$ cat config.mk
export PLATFORM = sky130hd
export DESIGN_NAME = audio_mix_sched
export DESIGN_NICKNAME = d
export VERILOG_FILES = /design/src/rtl/audio_mix_pkg.sv /design/src/rtl/audio_mix_sat.sv /design/src/rtl/audio_mix_sched.sv
export SDC_FILE = /design/constraint.sdc
export NUM_CORES = 1
export LEC_CHECK = 0
export ABC_AREA = 1
export CORE_MARGIN = 2
export CORE_UTILIZATION = 30
export CTS_CLUSTER_DIAMETER = 100
export DETAILED_ROUTE_END_ITERATION = 12
export PLACE_DENSITY = 0.54
export SLEW_MARGIN = 0
export SYNTH_ARGS = -nofsm -noshare
export SYNTH_HDL_FRONTEND = slang
export SYNTH_SLANG_ARGS = --single-unit
$ cat constraint.sdc
create_clock -name clk -period 5.2 [get_ports clk]
set_input_delay 1.04 -clock clk [delete_from_list [all_inputs] [get_ports clk]]
set_output_delay 1.04 -clock clk [all_outputs]
set_load 0.1 [all_outputs]
$ cat src/rtl/audio_mix_pkg.sv
// Shared types and constants for the audio mixer/scheduler: FSM encoding,
// unity gain, accumulator sizing and saturation limits.
package audio_mix_pkg;

  typedef enum logic [2:0] {
    ST_IDLE    = 3'd0,
    ST_CAPTURE = 3'd1,
    ST_MAC     = 3'd2,
    ST_DRAIN   = 3'd3,
    ST_OUTPUT  = 3'd4
  } state_e;

  localparam int unsigned GAIN_W_DEF = 6;
  localparam int unsigned UNITY_GAIN = 2 ** (GAIN_W_DEF - 2);

  // Wide enough to sum NUM_SRC full-scale products with no overflow.
  function automatic int unsigned acc_width(input int unsigned in_w,
                                            input int unsigned gain_w,
                                            input int unsigned num_src);
    return in_w + gain_w + $clog2(num_src) + 1;
  endfunction

  function automatic longint sat_hi(input int unsigned out_w);
    return (longint'(1) <<< (out_w - 1)) - longint'(1);
  endfunction

  function automatic longint sat_lo(input int unsigned out_w);
    return -(longint'(1) <<< (out_w - 1));
  endfunction

endpackage

$ cat src/rtl/audio_mix_sat.sv
// Combinational signed clamp from accumulator width down to OUT_W, with a
// flag raised whenever the value had to be clamped.
module audio_mix_sat
  import audio_mix_pkg::*;
#(
  parameter int unsigned ACC_W = 32,
  parameter int unsigned OUT_W = 24
) (
  input  logic signed [ACC_W-1:0] acc_i,
  output logic signed [OUT_W-1:0] sat_o_c,
  output logic                    clip_o_c
);

  localparam logic signed [ACC_W-1:0] HI = ACC_W'(sat_hi(OUT_W));
  localparam logic signed [ACC_W-1:0] LO = ACC_W'(sat_lo(OUT_W));

  always_comb begin
    sat_o_c  = OUT_W'(acc_i);
    clip_o_c = 1'b0;
    if (acc_i > HI) begin
      sat_o_c  = OUT_W'(HI);
      clip_o_c = 1'b1;
    end else if (acc_i < LO) begin
      sat_o_c  = OUT_W'(LO);
      clip_o_c = 1'b1;
    end
  end

endmodule

$ cat src/rtl/audio_mix_sched.sv
// Time-multiplexed stereo mixer: captures all sources on a strobe, runs them
// through one shared gain multiplier, accumulates per side and saturates.
// Optional sticky clip flags are built when AUDIO_MIX_CLIP_DETECT_EN is defined.
module audio_mix_sched
  import audio_mix_pkg::*;
#(
  parameter int unsigned NUM_SRC = 4,
  parameter int unsigned IN_W    = 23,
  parameter int unsigned OUT_W   = 24,
  parameter int unsigned GAIN_W  = 6
) (
  input  logic                      clk,
  input  logic                      rst,
  input  logic                      next_sample,
  input  logic [NUM_SRC*IN_W-1:0]   src_data,
  input  logic [NUM_SRC*GAIN_W-1:0] src_gain,
  input  logic [NUM_SRC-1:0]        src_right,
  input  logic                      overrun_clr,
  output logic [OUT_W-1:0]          out_left,
  output logic [OUT_W-1:0]          out_right,
  output logic                      out_valid,
  output logic                      busy,
  output logic                      overrun,
  output logic                      clip_left,
  output logic                      clip_right
);

  localparam int unsigned IDX_W = (NUM_SRC > 1) ? $clog2(NUM_SRC) : 1;
  localparam int unsigned MUL_W = IN_W + GAIN_W + 1;
  localparam int unsigned ACC_W = acc_width(IN_W, GAIN_W, NUM_SRC);
  localparam int unsigned SHIFT = GAIN_W - 2;

  state_e                    state_q, state_d;
  logic [IDX_W-1:0]          idx_q, idx_d;
  logic signed [IN_W-1:0]    data_q [NUM_SRC];
  logic signed [IN_W-1:0]    data_d [NUM_SRC];
  logic [GAIN_W-1:0]         gain_q [NUM_SRC];
  logic [GAIN_W-1:0]         gain_d [NUM_SRC];
  logic [NUM_SRC-1:0]        right_q, right_d;
  logic signed [MUL_W-1:0]   prod_q, prod_d;
  logic                      prod_right_q, prod_right_d;
  logic                      prod_vld_q, prod_vld_d;
  logic signed [ACC_W-1:0]   acc_l_q, acc_l_d, acc_r_q, acc_r_d;
  logic [OUT_W-1:0]          out_left_q, out_left_d, out_right_q, out_right_d;
  logic                      out_valid_q, out_valid_d;
  logic                      busy_q, busy_d;
  logic                      overrun_q, overrun_d;

  logic signed [IN_W-1:0]    cur_data_c;
  logic signed [GAIN_W:0]    gain_ext_c;
  logic signed [MUL_W-1:0]   mul_c;
  logic signed [OUT_W-1:0]   sat_l_c, sat_r_c;
  logic                      clip_l_c, clip_r_c;

  // Shared multiplier operand select; gain is zero-extended so it stays positive.
  always_comb begin
    cur_data_c = data_q[idx_q];
    gain_ext_c = {1'b0, gain_q[idx_q]};
    mul_c      = MUL_W'(cur_data_c) * MUL_W'(gain_ext_c);
  end

  audio_mix_sat #(.ACC_W(ACC_W), .OUT_W(OUT_W)) u_sat_l (
    .acc_i    (acc_l_q),
    .sat_o_c  (sat_l_c),
    .clip_o_c (clip_l_c)
  );

  audio_mix_sat #(.ACC_W(ACC_W), .OUT_W(OUT_W)) u_sat_r (
    .acc_i    (acc_r_q),
    .sat_o_c  (sat_r_c),
    .clip_o_c (clip_r_c)
  );

  always_comb begin
    state_d      = state_q;
    idx_d        = idx_q;
    data_d       = data_q;
    gain_d       = gain_q;
    right_d      = right_q;
    prod_d       = prod_q;
    prod_right_d = prod_right_q;
    prod_vld_d   = 1'b0;
    acc_l_d      = acc_l_q;
    acc_r_d      = acc_r_q;
    out_left_d   = out_left_q;
    out_right_d  = out_right_q;
    out_valid_d  = 1'b0;

    // The product registered in the previous cycle lands in its side's accumulator.
    if (prod_vld_q) begin
      if (prod_right_q) acc_r_d = acc_r_q + ACC_W'(prod_q);
      else              acc_l_d = acc_l_q + ACC_W'(prod_q);
    end

    unique case (state_q)
      ST_IDLE: begin
        if (next_sample) state_d = ST_CAPTURE;
      end
      ST_CAPTURE: begin
        for (int i = 0; i < NUM_SRC; i++) begin
          data_d[i] = src_data[i*IN_W +: IN_W];
          gain_d[i] = src_gain[i*GAIN_W +: GAIN_W];
        end
        right_d = src_right;
        acc_l_d = '0;
        acc_r_d = '0;
        idx_d   = '0;
        state_d = ST_MAC;
      end
      ST_MAC: begin
        prod_d       = mul_c >>> SHIFT;
        prod_right_d = right_q[idx_q];
        prod_vld_d   = 1'b1;
        if (idx_q == IDX_W'(NUM_SRC - 1)) state_d = ST_DRAIN;
        else                              idx_d   = idx_q + IDX_W'(1);
      end
      ST_DRAIN: begin
        state_d = ST_OUTPUT;
      end
      ST_OUTPUT: begin
        out_left_d  = sat_l_c;
        out_right_d = sat_r_c;
        out_valid_d = 1'b1;
        state_d     = ST_IDLE;
      end
      default: state_d = ST_IDLE;
    endcase

    busy_d = (state_d != ST_IDLE);

    // Strobe during any busy state is dropped; a new overrun beats a clear.
    if (next_sample && (state_q != ST_IDLE)) overrun_d = 1'b1;
    else if (overrun_clr)                    overrun_d = 1'b0;
    else                                     overrun_d = overrun_q;
  end

  always_ff @(posedge clk or negedge rst) begin
    if (!rst) begin
      state_q      <= ST_IDLE;
      idx_q        <= '0;
      for (int i = 0; i < NUM_SRC; i++) begin
        data_q[i] <= '0;
        gain_q[i] <= '0;
      end
      right_q      <= '0;
      prod_q       <= '0;
      prod_right_q <= 1'b0;
      prod_vld_q   <= 1'b0;
      acc_l_q      <= '0;
      acc_r_q      <= '0;
      out_left_q   <= '0;
      out_right_q  <= '0;
      out_valid_q  <= 1'b0;
      busy_q       <= 1'b0;
      overrun_q    <= 1'b0;
    end else begin
      state_q      <= state_d;
      idx_q        <= idx_d;
      data_q       <= data_d;
      gain_q       <= gain_d;
      right_q      <= right_d;
      prod_q       <= prod_d;
      prod_right_q <= prod_right_d;
      prod_vld_q   <= prod_vld_d;
      acc_l_q      <= acc_l_d;
      acc_r_q      <= acc_r_d;
      out_left_q   <= out_left_d;
      out_right_q  <= out_right_d;
      out_valid_q  <= out_valid_d;
      busy_q       <= busy_d;
      overrun_q    <= overrun_d;
    end
  end

  assign out_left  = out_left_q;
  assign out_right = out_right_q;
  assign out_valid = out_valid_q;
  assign busy      = busy_q;
  assign overrun   = overrun_q;

`ifdef AUDIO_MIX_CLIP_DETECT_EN
  logic clip_l_q, clip_l_d, clip_r_q, clip_r_d;

  // Sticky clip flags share the overrun clear; a same-cycle set wins.
  always_comb begin
    clip_l_d = clip_l_q;
    clip_r_d = clip_r_q;
    if (overrun_clr) begin
      clip_l_d = 1'b0;
      clip_r_d = 1'b0;
    end
    if (state_q == ST_OUTPUT) begin
      if (clip_l_c) clip_l_d = 1'b1;
      if (clip_r_c) clip_r_d = 1'b1;
    end
  end

  always_ff @(posedge clk or negedge rst) begin
    if (!rst) begin
      clip_l_q <= 1'b0;
      clip_r_q <= 1'b0;
    end else begin
      clip_l_q <= clip_l_d;
      clip_r_q <= clip_r_d;
    end
  end

  assign clip_left  = clip_l_q;
  assign clip_right = clip_r_q;
`else
  logic clip_unused_c;
  assign clip_unused_c = clip_l_c ^ clip_r_c;
  assign clip_left     = 1'b0;
  assign clip_right    = 1'b0;
`endif

endmodule

==> summary.md <==
| Metric | Value |
|---|---|
| Share of synthesized area spent on multiplexers | 6.90% |
| Synth Area in XOR/XNOR | 0.948% |
| Outcome | finished, final reports clean |
| Total setup violations reported at the end of the flow | 0 |
| Placed Instance Area | 0.0232 mm2 |
| Effective utilization at floorplan | 30.2% |
| Routed vias/inst | 4.73 |
| Final non-filler cell total | 3547 |
| Final hold violation count | 0 |
| Sequential element share of the synthesized area | 34.6% |
| Crit. path cell count | 24 |
| Maximum buffer depth of the clock tree | 3 |
| Final ANT Viol Nets | 0 |
| Fraction of layout instances using a drive strength above 1 | 16.7% |
| HP Class | primary input to asynchronous set/reset pin |
| Category of cells accounting for the largest share of critical-path delay | adder cells |
| Prevailing post-synth register cell | sky130_fd_sc_hd__dfrtp_1 |
| First-pass GRT wire length | 92.4 mm |
| Final wirelength | 56.9 mm |
| CP Data Arrival Time | 5.66 ns |
| Adder-Cell Fraction of Synth Area | 17.7% |
| Buf/Inv on CP | 10 |
| Number of global-route vias before repair | 17300 |
| TritonCTS clock tree | done |
| Cell chain of the critical path | clkinv_4, buf_12, clkbuf_16, a32oi_1, buf_4, nand2_1, fa_1, inv_1, fa_1, fa_1, inv_1, fa_1, inv_1, ha_1, buf_4, nand2_1, buf_4, nor2_1, inv_1, o21ai_1, a21oi_1, or2_1, nand3_1, nand2_1 |
| Diodes inserted | 0 |
| Max Cap Viol | 0 |
| First-iteration detailed-routing DRC count | 967 |
| Total GRT Usage | 17.0% |
| Min Clock Period, post-route | 5.17 ns |
| Clock network latency to the later pin of the worst-skew pair | 0.60 ns |
| Antenna violations before repair | 0 |
| Number of enable flip-flop cells after synthesis | 0 |
| Final worst setup slack | 0.0278 ns |
| Area of the core | 0.0642 mm2 |
| Fin crit share | 99.5% |
| Syn Inst Count | 2361 |
| Most common library cell in the layout ignoring fill and taps | sky130_fd_sc_hd__nand2_1 |
| Cell Rows | 93 |
| Tightest Pin Transition | 1.08 ns |
| Endpoint class of the critical path | flop |
| Async SR Flop Fraction | 100% |
| Number of clock sinks seen by CTS | 268 |
| Relative slew margins | 28.2% |
| Detailed Routing Iterations Pass 1 | 5 |
| H-tree levels | 1 |
| Number of port buffers | 174 |
| Number of vias in the routed layout | 16800 |
| Leading cell types by total area after synthesis | sky130_fd_sc_hd__dfrtp_1 (35%), sky130_fd_sc_hd__nand2_1 (10%), sky130_fd_sc_hd__fa_1 (9.9%) |
| Top cell type by total area after synthesis | sky130_fd_sc_hd__dfrtp_1 |
| Launching element type of the critical path | flop |
| Cell count after placement | 3478 |
| Cell area after technology mapping | 0.0194 mm2 |
| Post-Layout Inst Area | 0.0247 mm2 |
| Post-synthesis share of cell area spent on and, or, nand and nor gates | 20.4% |
| Average instance area after synthesis | 8.22 um2 |
| Routability congestion estimate | 0.908 |
| Slew Viols, Final | 0 |
| Die H | 258 um |
| Total of flip-flops plus latches after synthesis | 268 |
| Hpwl dp | 45.3 mm |
| Clock root buffer | sky130_fd_sc_hd__clkbuf_16 |
| Die ar. | 0.0667 mm2 |
| Detail-routed net length per standard cell | 16.0 um |
| Number of buffers added to fix hold violations after cts | 0 |
| Most used cells in the layout excluding fill and tap cells | sky130_fd_sc_hd__nand2_1 (521), sky130_fd_sc_hd__dfrtp_1 (267), sky130_fd_sc_hd__nor2_1 (264) |
| Netlist cell types | 51 |
| CP max FO | 17 |
| Number of nets at the end of the flow | 3009 |
| Maximum clock frequency | 193 MHz |
| Critical Path RT | 5.68 ns |
| Category of the critical setup timing path | flop to flop |
| Overall overflow remaining after global route | 0 |
| Clock-pin slew on the worst setup and hold paths | 0.07 ns |
| Top Ports | 177 |
| Yosys warnings | 0 |
| Synthesized-area fraction occupied by ao, oa, aoi and oai cells | 12.9% |
| Drc violations | 0 |
| Combinational family with the most area after synthesis | simple AND/OR/NAND/NOR gates |
| Width of the chip | 258 um |
| Pin count of the biggest net entering global routing | 109 |
| Final worst clock skew | 0.0315 ns |
| Portion of synthesized cell area occupied by the leading cell type | 34.6% |
| Total clock buffers created by CTS | 31 |
| RSZ-0062 raised after global routing | yes |
| Worst setup timing slack at the placement stage | -0.169 ns |
| Count of cells along the worst register-to-register path | 24 |
| Synthesis-to-finish area growth | 27.3% |
| Maximum single-stage delay on the critical path | 0.54 ns |
| Slowest cell on crit path | sky130_fd_sc_hd__fa_1 |
## registers in the layout (all words and copies together), names as in the netlist
signal        count
acc_l_q          32
prod_vld_q        1
data_q           92
right_q           4
out_right        24
prod_right_q      1
gain_q           24
out_left         24
overrun           1
acc_r_q          32
out_valid         1
prod_q           26
state_q           3
idx_q             2
busy              1
## metrics by stage
step | hold WS [ns] | utilization [%] | TNS, ns
CTS | 0.455 | 37.8 | -0.00140
global route | 0.481 | 38.5 | -2.39
floorplan | 0.463 | - | 0
detailed placement | 0.469 | 36.1 | -1.51
finish | 0.448 | 38.5 | 0
global placement | 0.468 | 36.1 | -0.556
## worst register-to-register path, delay by kind of cell, from the launching register on
kind,cells,cell delay [ns]
flip-flops,1,0.41
AO/OA/AOI/OAI,3,0.63
buffers and inverters,10,1.11
adder cells (fa/ha/maj),5,2.36
AND/OR/NAND/NOR,6,0.58
## Yosys cell counts, drive strengths merged (4+ instances only)
cell type	count
o21bai	5
buf	36
fa	96
nor3	25
a31oi	7
dfrtp	268
nand4	13
a32oi	19
nand3	77
o22ai	6
a32o	8
nor2	284
a21oi	172
xnor2	15
ha	121
a21boi	4
nand2	534
nor4	12
a21o	9
nand3b	8
inv	245
or2	10
o211ai	6
o21ai	195
mux2	119
xor2	6
clkbuf	39
o21a	7
## cell type report
class                   count  area (um2)
fillers                  6519       39500
multi-input cells        1773       11800
flip-flops and latches    268        6710
repair buffers            348        3210
well taps                 855        1070
inverters                 246         936
clock buffers              38         852
clock inverters            19         179
## worst paths after layout
kind                         startpoint            to  slack, ns
setup / recovery               idx_q[1]    prod_q[15]       0.03
hold / removal                      rst   acc_r_q[26]       0.45
setup reg to reg               idx_q[1]    prod_q[15]       0.03
hold reg to reg            out_left[23]  out_left[23]       0.48
max in group asynchronous           rst    data_q[18]       3.64
min in group clk           out_left[23]  out_left[23]       0.48
## metal layers
| metal | part of all wire [%] | GRT usage (%) |
|---|---|---|
| met2 | 46 | 28.1 |
| met5 | 0 | 0 |
| met3 | 3.8 | 2.09 |
| met4 | 3.6 | 5.54 |
| met1 | 46 | 23.1 |
## kinds of logic (layout without fill, tap and decap cells)
family          Yosys count  after routing
simple gates            965            965
compound gates          449            449
buf+inv                 321            651
flops                   268            268
fa+ha+maj               217            217
mux                     119            119
xor+xnor                 21             21
other cells               1              2
## timing repair
action / CTS / global route
hold endpoints to repair: 0 / 0
resized for setup: 11 / 77
gates cloned: 0 / 1
buffers inserted: 0 / 11
setup endpoints to repair: 18 / 21
pin swaps: 0 / 6
Power is not shown: default switching activity piles up to over one toggle a cycle in this logic, so the estimate is an artifact.
